## src/rtl/p4_router_pkg.sv

```systemverilog
// p4_router_pkg: shared widths, metadata entry type and egress-align FSM states
package p4_router_pkg;
  localparam int ING_PORT_ID_WIDTH = 8;
  localparam int EGR_SPEC_ID_WIDTH = 8;
  localparam logic [EGR_SPEC_ID_WIDTH-1:0] P4_EGR_SPEC_DROP = '1;
  typedef struct packed {
    logic [ING_PORT_ID_WIDTH-1:0] ing_port;
    logic [EGR_SPEC_ID_WIDTH-1:0] egr_spec;
  } USER_META_DATA_T;
  typedef enum logic [1:0] {IDLE, PASS, DROP} align_state_t;
endpackage

```

## src/rtl/p4_router_egress_meta_align_if.sv

```systemverilog
// AXIS_int: AXI-stream packet bus; clk comes from the block clock, sresetn is carried but unused here
interface AXIS_int #(parameter int DATA_BYTES = 8) (input logic clk);
  logic sresetn;
  logic [DATA_BYTES*8-1:0] tdata;
  logic [DATA_BYTES-1:0] tkeep;
  logic tvalid;
  logic tready;
  logic tlast;
  modport Master (input clk, sresetn, tready, output tdata, tkeep, tvalid, tlast);
  modport Slave (input clk, sresetn, tdata, tkeep, tvalid, tlast, output tready);
endinterface

```

## src/rtl/p4_router_meta_fifo.sv

```systemverilog
// p4_router_meta_fifo: first-word-fall-through metadata queue with level, full and empty
module p4_router_meta_fifo
  import p4_router_pkg::*;
#(
  parameter int DEPTH = 8,
  parameter type T = USER_META_DATA_T
) (
  input  logic clk,
  input  logic rst,
  input  logic push,
  input  T     din,
  input  logic pop,
  output T     dout,
  output logic full,
  output logic empty,
  output logic [$clog2(DEPTH):0] level
);
  localparam int AW = $clog2(DEPTH);
  T mem [DEPTH];
  logic [AW-1:0] wp, rp;
  logic do_push, do_pop;
  // a push at full is only accepted when the head leaves in the same cycle
  assign do_push = push && (!full || pop);
  assign do_pop = pop && !empty;
  assign full = level == (AW+1)'(DEPTH);
  assign empty = level == '0;
  assign dout = mem[rp];
  always_ff @(posedge clk or posedge rst)
    if (rst) begin
      wp <= '0;
      rp <= '0;
      level <= '0;
    end else begin
      wp <= do_push ? wp + AW'(1) : wp;
      rp <= do_pop ? rp + AW'(1) : rp;
      level <= level + (AW+1)'(do_push) - (AW+1)'(do_pop);
    end
  always_ff @(posedge clk)
    if (do_push) mem[wp] <= din;
endmodule

```

## src/rtl/p4_router_egress_meta_align.sv

```systemverilog
// p4_router_egress_meta_align: re-attaches queued VNP4 metadata to each packet and discards drop-coded packets
module p4_router_egress_meta_align
  import p4_router_pkg::*;
#(
  parameter int META_FIFO_DEPTH = 8,
  parameter logic [EGR_SPEC_ID_WIDTH-1:0] DROP_EGR_SPEC = P4_EGR_SPEC_DROP
) (
  input  logic clk,
  input  logic areset,
  AXIS_int.Slave packet_data_in,
  input  logic [ING_PORT_ID_WIDTH-1:0] meta_in_ing_port,
  input  logic [EGR_SPEC_ID_WIDTH-1:0] meta_in_egr_spec,
  input  logic meta_in_valid,
  AXIS_int.Master packet_data_out,
  output logic [ING_PORT_ID_WIDTH-1:0] out_ing_port,
  output logic [EGR_SPEC_ID_WIDTH-1:0] out_egr_spec,
  output logic [31:0] drop_count,
  output logic meta_overflow,
  output logic [$clog2(META_FIFO_DEPTH):0] meta_fifo_level
);
  align_state_t state, next;
  USER_META_DATA_T meta_word, head, cur_meta;
  logic full, empty, pop, in_ready, out_ready, load;
  assign meta_word = {meta_in_ing_port, meta_in_egr_spec};
  p4_router_meta_fifo #(.DEPTH(META_FIFO_DEPTH), .T(USER_META_DATA_T)) u_fifo (
    .clk(clk), .rst(areset), .push(meta_in_valid), .din(meta_word), .pop(pop),
    .dout(head), .full(full), .empty(empty), .level(meta_fifo_level)
  );
  assign out_ready = !packet_data_out.tvalid || packet_data_out.tready;
  assign load = state == PASS && packet_data_in.tvalid && out_ready;
  assign packet_data_in.tready = in_ready;
  always_comb begin
    next = state;
    pop = 1'b0;
    in_ready = 1'b0;
    case (state)
      IDLE: begin
        pop = !empty;
        next = empty ? IDLE : (head.egr_spec == DROP_EGR_SPEC ? DROP : PASS);
      end
      PASS: begin
        in_ready = out_ready;
        next = (load && packet_data_in.tlast) ? IDLE : PASS;
      end
      default: begin
        in_ready = 1'b1;
        next = (packet_data_in.tvalid && packet_data_in.tlast) ? IDLE : DROP;
      end
    endcase
  end
  always_ff @(posedge clk or posedge areset)
    if (areset) begin
      state <= IDLE;
      cur_meta <= '0;
      packet_data_out.tvalid <= 1'b0;
      packet_data_out.tlast <= 1'b0;
      packet_data_out.tdata <= '0;
      packet_data_out.tkeep <= '0;
      out_ing_port <= '0;
      out_egr_spec <= '0;
      drop_count <= '0;
      meta_overflow <= 1'b0;
    end else begin
      state <= next;
      if (pop) cur_meta <= head;
      if (load) begin
        packet_data_out.tvalid <= 1'b1;
        packet_data_out.tlast <= packet_data_in.tlast;
        packet_data_out.tdata <= packet_data_in.tdata;
        packet_data_out.tkeep <= packet_data_in.tkeep;
        out_ing_port <= cur_meta.ing_port;
        out_egr_spec <= cur_meta.egr_spec;
      end else if (packet_data_out.tready) packet_data_out.tvalid <= 1'b0;
      if (state == DROP && packet_data_in.tvalid && packet_data_in.tlast && drop_count != '1)
        drop_count <= drop_count + 32'd1;
      if (meta_in_valid && full && !pop) meta_overflow <= 1'b1;
    end
endmodule

```

## src/flat_wrapper.sv

```systemverilog
// flat-port wrapper written by rule: the top's interface ports become plain ports
module p4_router_egress_meta_align_flat import p4_router_pkg::*;
#(
  parameter int META_FIFO_DEPTH = 8,
  parameter logic [EGR_SPEC_ID_WIDTH-1:0] DROP_EGR_SPEC = P4_EGR_SPEC_DROP
)
  (clk, areset, meta_in_ing_port, meta_in_egr_spec, meta_in_valid, out_ing_port, out_egr_spec, drop_count, meta_overflow, meta_fifo_level, packet_data_in_sresetn, packet_data_in_tdata, packet_data_in_tkeep, packet_data_in_tvalid, packet_data_in_tlast, packet_data_in_tready, packet_data_out_sresetn, packet_data_out_tready, packet_data_out_tdata, packet_data_out_tkeep, packet_data_out_tvalid, packet_data_out_tlast);
  AXIS_int #(.DATA_BYTES(4)) packet_data_in_i (.clk(clk));
  AXIS_int #(.DATA_BYTES(4)) packet_data_out_i (.clk(clk));
  input  logic clk;
  input  logic areset;
  input  logic [ING_PORT_ID_WIDTH-1:0] meta_in_ing_port;
  input  logic [EGR_SPEC_ID_WIDTH-1:0] meta_in_egr_spec;
  input  logic meta_in_valid;
  output logic [ING_PORT_ID_WIDTH-1:0] out_ing_port;
  output logic [EGR_SPEC_ID_WIDTH-1:0] out_egr_spec;
  output logic [31:0] drop_count;
  output logic meta_overflow;
  output logic [$clog2(META_FIFO_DEPTH):0] meta_fifo_level;
  input wire logic [$bits(packet_data_in_i.sresetn)-1:0] packet_data_in_sresetn;
  input wire logic [$bits(packet_data_in_i.tdata)-1:0] packet_data_in_tdata;
  input wire logic [$bits(packet_data_in_i.tkeep)-1:0] packet_data_in_tkeep;
  input wire logic [$bits(packet_data_in_i.tvalid)-1:0] packet_data_in_tvalid;
  input wire logic [$bits(packet_data_in_i.tlast)-1:0] packet_data_in_tlast;
  output wire logic [$bits(packet_data_in_i.tready)-1:0] packet_data_in_tready;
  input wire logic [$bits(packet_data_out_i.sresetn)-1:0] packet_data_out_sresetn;
  input wire logic [$bits(packet_data_out_i.tready)-1:0] packet_data_out_tready;
  output wire logic [$bits(packet_data_out_i.tdata)-1:0] packet_data_out_tdata;
  output wire logic [$bits(packet_data_out_i.tkeep)-1:0] packet_data_out_tkeep;
  output wire logic [$bits(packet_data_out_i.tvalid)-1:0] packet_data_out_tvalid;
  output wire logic [$bits(packet_data_out_i.tlast)-1:0] packet_data_out_tlast;
  assign packet_data_in_i.sresetn = packet_data_in_sresetn;
  assign packet_data_in_i.tdata = packet_data_in_tdata;
  assign packet_data_in_i.tkeep = packet_data_in_tkeep;
  assign packet_data_in_i.tvalid = packet_data_in_tvalid;
  assign packet_data_in_i.tlast = packet_data_in_tlast;
  assign packet_data_in_tready = packet_data_in_i.tready;
  assign packet_data_out_i.sresetn = packet_data_out_sresetn;
  assign packet_data_out_i.tready = packet_data_out_tready;
  assign packet_data_out_tdata = packet_data_out_i.tdata;
  assign packet_data_out_tkeep = packet_data_out_i.tkeep;
  assign packet_data_out_tvalid = packet_data_out_i.tvalid;
  assign packet_data_out_tlast = packet_data_out_i.tlast;
  p4_router_egress_meta_align #(.META_FIFO_DEPTH(META_FIFO_DEPTH), .DROP_EGR_SPEC(DROP_EGR_SPEC)) u_core (.clk(clk), .areset(areset), .packet_data_in(packet_data_in_i), .meta_in_ing_port(meta_in_ing_port), .meta_in_egr_spec(meta_in_egr_spec), .meta_in_valid(meta_in_valid), .packet_data_out(packet_data_out_i), .out_ing_port(out_ing_port), .out_egr_spec(out_egr_spec), .drop_count(drop_count), .meta_overflow(meta_overflow), .meta_fifo_level(meta_fifo_level));
endmodule
```

## config.mk

```make
export PLATFORM = sky130hd
export DESIGN_NAME = p4_router_egress_meta_align_flat
export DESIGN_NICKNAME = d
export VERILOG_FILES = /design/src/rtl/p4_router_pkg.sv /design/src/rtl/p4_router_egress_meta_align_if.sv /design/src/rtl/p4_router_meta_fifo.sv /design/src/rtl/p4_router_egress_meta_align.sv /design/src/flat_wrapper.sv
export SDC_FILE = /design/constraint.sdc
export NUM_CORES = 1
export LEC_CHECK = 0
export ABC_AREA = 0
export CAP_MARGIN = 20
export CELL_PAD_IN_SITES_DETAIL_PLACEMENT = 1
export CELL_PAD_IN_SITES_GLOBAL_PLACEMENT = 1
export CORE_MARGIN = 2
export CORE_UTILIZATION = 44
export CTS_BUF_LIST = sky130_fd_sc_hd__clkbuf_8 sky130_fd_sc_hd__clkbuf_16
export DETAILED_ROUTE_END_ITERATION = 10
export PLACE_DENSITY = 0.8
export SKIP_LAST_GASP = 1
export SLEW_MARGIN = 20
export SYNTH_ARGS = -nofsm -noshare
export SYNTH_HDL_FRONTEND = slang
export SYNTH_SLANG_ARGS = --single-unit
```

## constraint.sdc

```tcl
create_clock -name clk -period 4.6 [get_ports clk]
set_clock_uncertainty 0.15 [all_clocks]
set_input_delay 0.92 -clock clk [delete_from_list [all_inputs] [get_ports clk]]
set_output_delay 0.92 -clock clk [all_outputs]
set_load 0.01 [all_outputs]
```

# Word level (Yosys, flattened, before mapping)
# Memory sizes are Yosys's and may differ from the RTL's.
# Index checks and enable logic that the tools add are counted.
[totals]
register_bits = 115
latchBits = 0
ram_bits = 128
romBits = 0
inputBits = 60
output_inout_bits = 92
elab_cells = 56
memories = 1
[classes]
add_sub_neg = 5
multipliers = 0
n_div = 0
order_cmp = 0
eq_ne = 5
shift = 0
mux = 11
n_bitwise = 0
reduce_logical = 20
[mem_list]
columns = ["memory", "words", "width", "read_ports", "rd_ports_with_merged_regs", "wr", "line", "source"]
rows = [
  ["u_core.u_fifo.mem", 8, 16, 1, 0, 1, "p4_router_meta_fifo.sv:19", "T mem [DEPTH];"],
]
[ops]
columns = ["operator", "n"]
rows = [
  ["$add 32x1->32 const B", 1],
  ["$ne 32x32->1 const B", 1],
  ["$logic_and 1x1->1", 11],
  ["$eq 8x8->1 const B", 1],
  ["$add 3x1->3 const B", 2],
  ["$mux 1", 6],
  ["$mux 2", 3],
  ["$add 4x1->4", 1],
  ["$eq 4x4->1 const B", 1],
  ["$logic_not 1->1", 4],
  ["$logic_not 4->1", 1],
  ["$pmux 2 s2", 1],
  ["$sub 4x1->4", 1],
  ["$eq 2x1->1 const B", 1],
  ["$eq 2x2->1 const B", 1],
  ["$logic_not 2->1", 1],
  ["$logic_or 1x1->1", 2],
  ["$pmux 1 s2", 1],
  ["$reduce_bool 2->1", 1],
]

# Depth between registers and ports, before layout
[depth]
depth_word = 7
depth_mapped = 12
depth_no_buf = 11

# By module
# Synthesis repeated with hierarchy kept, for this count alone.
[unflattened]
cells_unflattened = 562
hier_area_um2 = 9854.5
[by_module_without_submodules]
columns = ["module", "instances", "cells_per_inst", "area_each_um2", "seq_area_each_um2"]
rows = [
  ["p4_router_meta_fifo", 1, 245, 5511.5, 4093.9],
  ["p4_router_egress_meta_align", 1, 317, 4342.9, 2627.5],
]

# Worst setup path before layout
# OpenSTA, ideal clock, no wires.
[synth_path]
path_type = "flip-flop to flip-flop"
from = "register u_core.u_fifo.level[2]"
to = "memory u_core.u_fifo.mem[2][0] (netlist bit) (enable)"
setup_time_ns = 0.436
t_arrival_ns = 3.400
required_time_ns = 4.014
slack_ns = 0.614
stages_incl_launch_ff = 8
n_path_buf = 1
synth_period_minus_slack_ns = 3.986
path_cell_list = "dfrtp_1 inv_1 ha_1 a211o_1 clkbuf_1 a31oi_1 inv_1 nor4b_1"
[synth_between]
elab_chain_len = 7
elab_cells_between_ends = 9
classes_between = "eq/ne (1); mux (3); reduce/logical (5)"
[synth_lines]
columns = ["item", "line", "source"]
rows = [
  ["start, declared", "p4_router_meta_fifo.sv:16", "output logic [$clog2(DEPTH):0] level"],
  ["start signal, assigned", "p4_router_meta_fifo.sv:36", "level <= level + (AW+1)'(do_push) - (AW+1)'(do_pop);"],
  ["$logic_not 4->1", "p4_router_meta_fifo.sv:26", "assign empty = level == '0;"],
  ["$logic_not 1->1", "p4_router_egress_meta_align.sv:38", "pop = !empty;"],
  ["$mux 1", "p4_router_egress_meta_align.sv:36", "case (state)"],
  ["$logic_or 1x1->1 *", "p4_router_meta_fifo.sv:23", "assign do_push = push && (!full || pop);"],
  ["$logic_and 1x1->1 *", "p4_router_meta_fifo.sv:23", ""],
  ["$mux 1 *", "p4_router_meta_fifo.sv:39", "if (do_push) mem[wp] <= din;"],
  ["$mux 1 (not written as such) *", "p4_router_meta_fifo.sv:39", ""],
  ["end, declared", "p4_router_meta_fifo.sv:19", ""],
]
# Every way passes the cells marked *; elsewhere a longest branch is shown, timed or not.

# Worst setup path after layout
[layout_path]
from = "input port packet_data_out_tready"
to = "output port packet_data_in_tready"
[layout_between]
elab_chain_len = 2
[layout_lines]
columns = ["item", "line", "source"]
rows = [
  ["start, declared", "flat_wrapper.sv:27", "input wire logic [$bits(packet_data_out_i.tready)-1:0] packet_data_out_tready;"],
  ["$logic_or 1x1->1", "p4_router_egress_meta_align.sv:29", "assign out_ready = !packet_data_out.tvalid || packet_data_out.tready;"],
  ["$pmux 1 s2", "p4_router_egress_meta_align.sv:36", ""],
  ["end, declared", "flat_wrapper.sv:25", "output wire logic [$bits(packet_data_in_i.tready)-1:0] packet_data_in_tready;"],
]
# No other way between the ends.

==> results.yml <==
clock_tree:
  cts_resized: 0
  clock_latency_ns: 0.52
  cts_inserted_buffers: 26
  clockBufferDepth: 3
  cts_sinks: 243
  hold_buffers: 0
  htreeDepth: 1
  cts_tree: "done"
  post_cts_buffers: 0
  cts_root_buf: "clkbuf_16"
  clk_pin_slew_ns: 0.06
yosys:
  yosysSeqAreaShare_pct: 69.83
  yosys_warnings: 0
  yosys.area.top_type: "edfxtp_1"
  async_reset_ff_share_pct: 47.33
  synth_area_leaders: "edfxtp_1 40%, dfrtp_1 30%, nand2_1 7.6%, mux4_2 7.5%, xnor2_1 1.8%"
  synth_nets: 752
  syn_area_um2: 9625
  ys_seq_elements: 243
  syn_avg_cell_area_um2: 14.11
  synth_cell_type_count: 42
  syn_inst: 682
  synth_top_area_share_pct: 39.93
  ys_dominant_reg_cell: "edfxtp_1"
  synth_edf_count: 128
flow_run:
  max_cap_viol_count: 0
die:
  fp-row-count: 54
  die_area_um2: 23080
  pin_count: 152
  core_area_um2: 21620
  fp.dieW_um: 151.9
  start_util_pct: 44.52
  die_height_um: 151.9
power_and_ir_drop:
  leakage_uw: 0.005034
  ir_drop_mv: 0.3749
  p_per_area_nw_per_um2: 607.1
setup_path:
  cp_num_buf_inv: 2
  max_stage_delay_ns: 0.55
  cp_slowest_cell: "clkdlybuf4s50_1"
  r2r_setup_slack_ns: 1.47
  startpoint_type: "primary input"
  cp.required_ns: 3.53
  crit_path_cell_trace: "clkdlybuf4s50_1, nand2b_1, nand2_1, nand2_1, clkdlybuf4s50_1"
  path_max_fanout: 3
  cp_data_arrival_time_ns: 2.28
  crit_path_end_kind: "output pin"
  path_delay_family: "buffers and inverters"
  critPathKind: "in2out"
placed_design:
  gp_congestion: 0.8152
  dp_hpwl_mm: 15.27
  port_buffers: 149
  dp_cells: 1098
cells_and_area:
  antennaDiodeCount: 0
  syn_to_final_growth_pct: 28.73
  multi_input_area_um2: 2774
  fin_nets: 916
  fillers: 2076
  stdcell_count: 1143
  drive_gt1_share_pct: 11.94
  seqCellArea_um2: 6723
timing:
  max_freq_ghz: 0.2981
  worst_pin_slew_ns: 0.9298
  relSlewSlack_pct: 38.01
  tns_ns: 0
  fin_crit_sh_pct: 72.93
  final_hold_viol_count: 0
  timing.hold.ws_ns: 0.3187
  rsz0062_at_grt: "false"
  setup_viol: 0
  drv_slew: 0
  fin_crit_ns: 3.355
hold_path:
  hold_path.class: "reg2reg"
route:
  via_count: 6044
  wl_mm: 23.02
  drc: 0
  avgViaCountPerCell: 5.288
  drt_iter0_markers: 250
  ant_nets: 0
  wl_per_cell_um: 20.14
  first_pass_iters: 4
status:
  status: "finished clean"
global_route:
  track_usage_pct: 20.05
  grt_max_degree: 76
  overflow: 0
  grt_pass1_vias: 6606
  antenna_found_initial: 0
  grt_pass1_wl_mm: 37.26
## path summary, 6_finish.rpt
path / from / endpoint / cells past startpoint
min: u_core.cur_meta[3] / u_core.out_egr_spec[3] / 2
min in group asynchronous: areset / u_core.packet_data_out.tdata[8] / 2
min reg2reg: u_core.cur_meta[3] / u_core.out_egr_spec[3] / 2
max reg2reg: u_core.u_fifo.level[2] / u_core.u_fifo.level[2] / 11
max in group asynchronous: areset / u_core.out_ing_port[4] / 3
max: packet_data_out_tready / packet_data_in_tready / 5
## final cells by class
| cell class | count | area share, % |
|---|---|---|
| Clock buffer | 31 | 5.897 |
| Tap cell | 280 | 2.827 |
| Inverter | 14 | 0.4443 |
| Sequential cell | 243 | 54.26 |
| Multi-Input combinational cell | 395 | 22.39 |
| Clock inverter | 14 | 1.121 |
| Timing Repair Buffer | 166 | 13.07 |
## synthesized netlist by cell type (9+ instances only)
cell type,number
mux4_2,32
mux2i_1,16
nand2_1,195
inv_1,13
xor2_1,16
nand3_1,17
edfxtp_1,128
nand4_1,13
o21ai_0,17
clkbuf_1,16
dfrtp_1,115
xnor2_1,20
ha_1,9
## power by group
part,internal [uW],switching [uW],total [uW]
clock network,1290,794,2080
registers,2830,348,3180
logic,1110,1150,2260
total,5230,2300,7520
## sequential cells by signal, indices dropped and copies added (netlist names), 2 cells and up
signal / flops
u_core.packet_data_out.tdata: 32
u_core.u_fifo.mem: 128
u_core.state: 2
u_core.out_ing_port: 8
u_core.cur_meta: 16
u_core.u_fifo.wp: 3
u_core.drop_count: 32
u_core.u_fifo.level: 4
u_core.packet_data_out.tkeep: 4
u_core.out_egr_spec: 8
u_core.u_fifo.rp: 3
## layout by cell type (no fill, tap or decap), types with 7 or more instances in the layout
cell and n:
and3_1 7, buf_4 17, clkbuf_16 27, clkdlybuf4s50_1 149, dfrtp_1 114, edfxtp_1 128, ha_1 9, inv_1 17
mux2i_1 16, mux4_2 32, nand2_1 195, nand3_1 17, nand4_1 13, o21ai_0 17, xnor2_1 20, xor2_1 16
## tightest hold or removal path, cell delays in order (launching register included)
cell and delay, ns:
dfrtp_1 0.34, nand2_1 0.05, nand2_1 0.05
## metal layers
metal	up-vias	share of wire [%]	routed length (um)	GRT usage, %
met1	3088	43	9825	26.81
met5	-	0	0	0
met3	23	4.4	1013	3.223
li1	2759	-	-	-
met2	174	52	11900	35.29
met4	0	1.2	282	3.649
## cells by family (layout without fill, tap and decap cells)
logic type,Yosys count,in the layout,synth area share (%)
and+or+nand+nor,274,274,12.76
xor gates and xnor gates,36,36,3.276
buffers and inverters,44,225,1.872
AOI/OAI and AO/OA,25,25,1.456
muxes,50,50,9.424
adders and majority gates,10,10,1.378
DFF,243,243,69.83
## metrics by stage
stage	total power (uW)	setup slack [ns]	area [um2]	util (%)
floorplan	4393	0.4859	9625	-
global placement	5331	1.154	11520	53.29
detailed placement	5506	0.9918	11520	53.29
CTS	7623	1.223	12390	57.31
global route	7930	1.193	12390	57.31
finish	7522	1.245	12390	57.31
No activity file was read; power rests on OpenSTA's default activity.
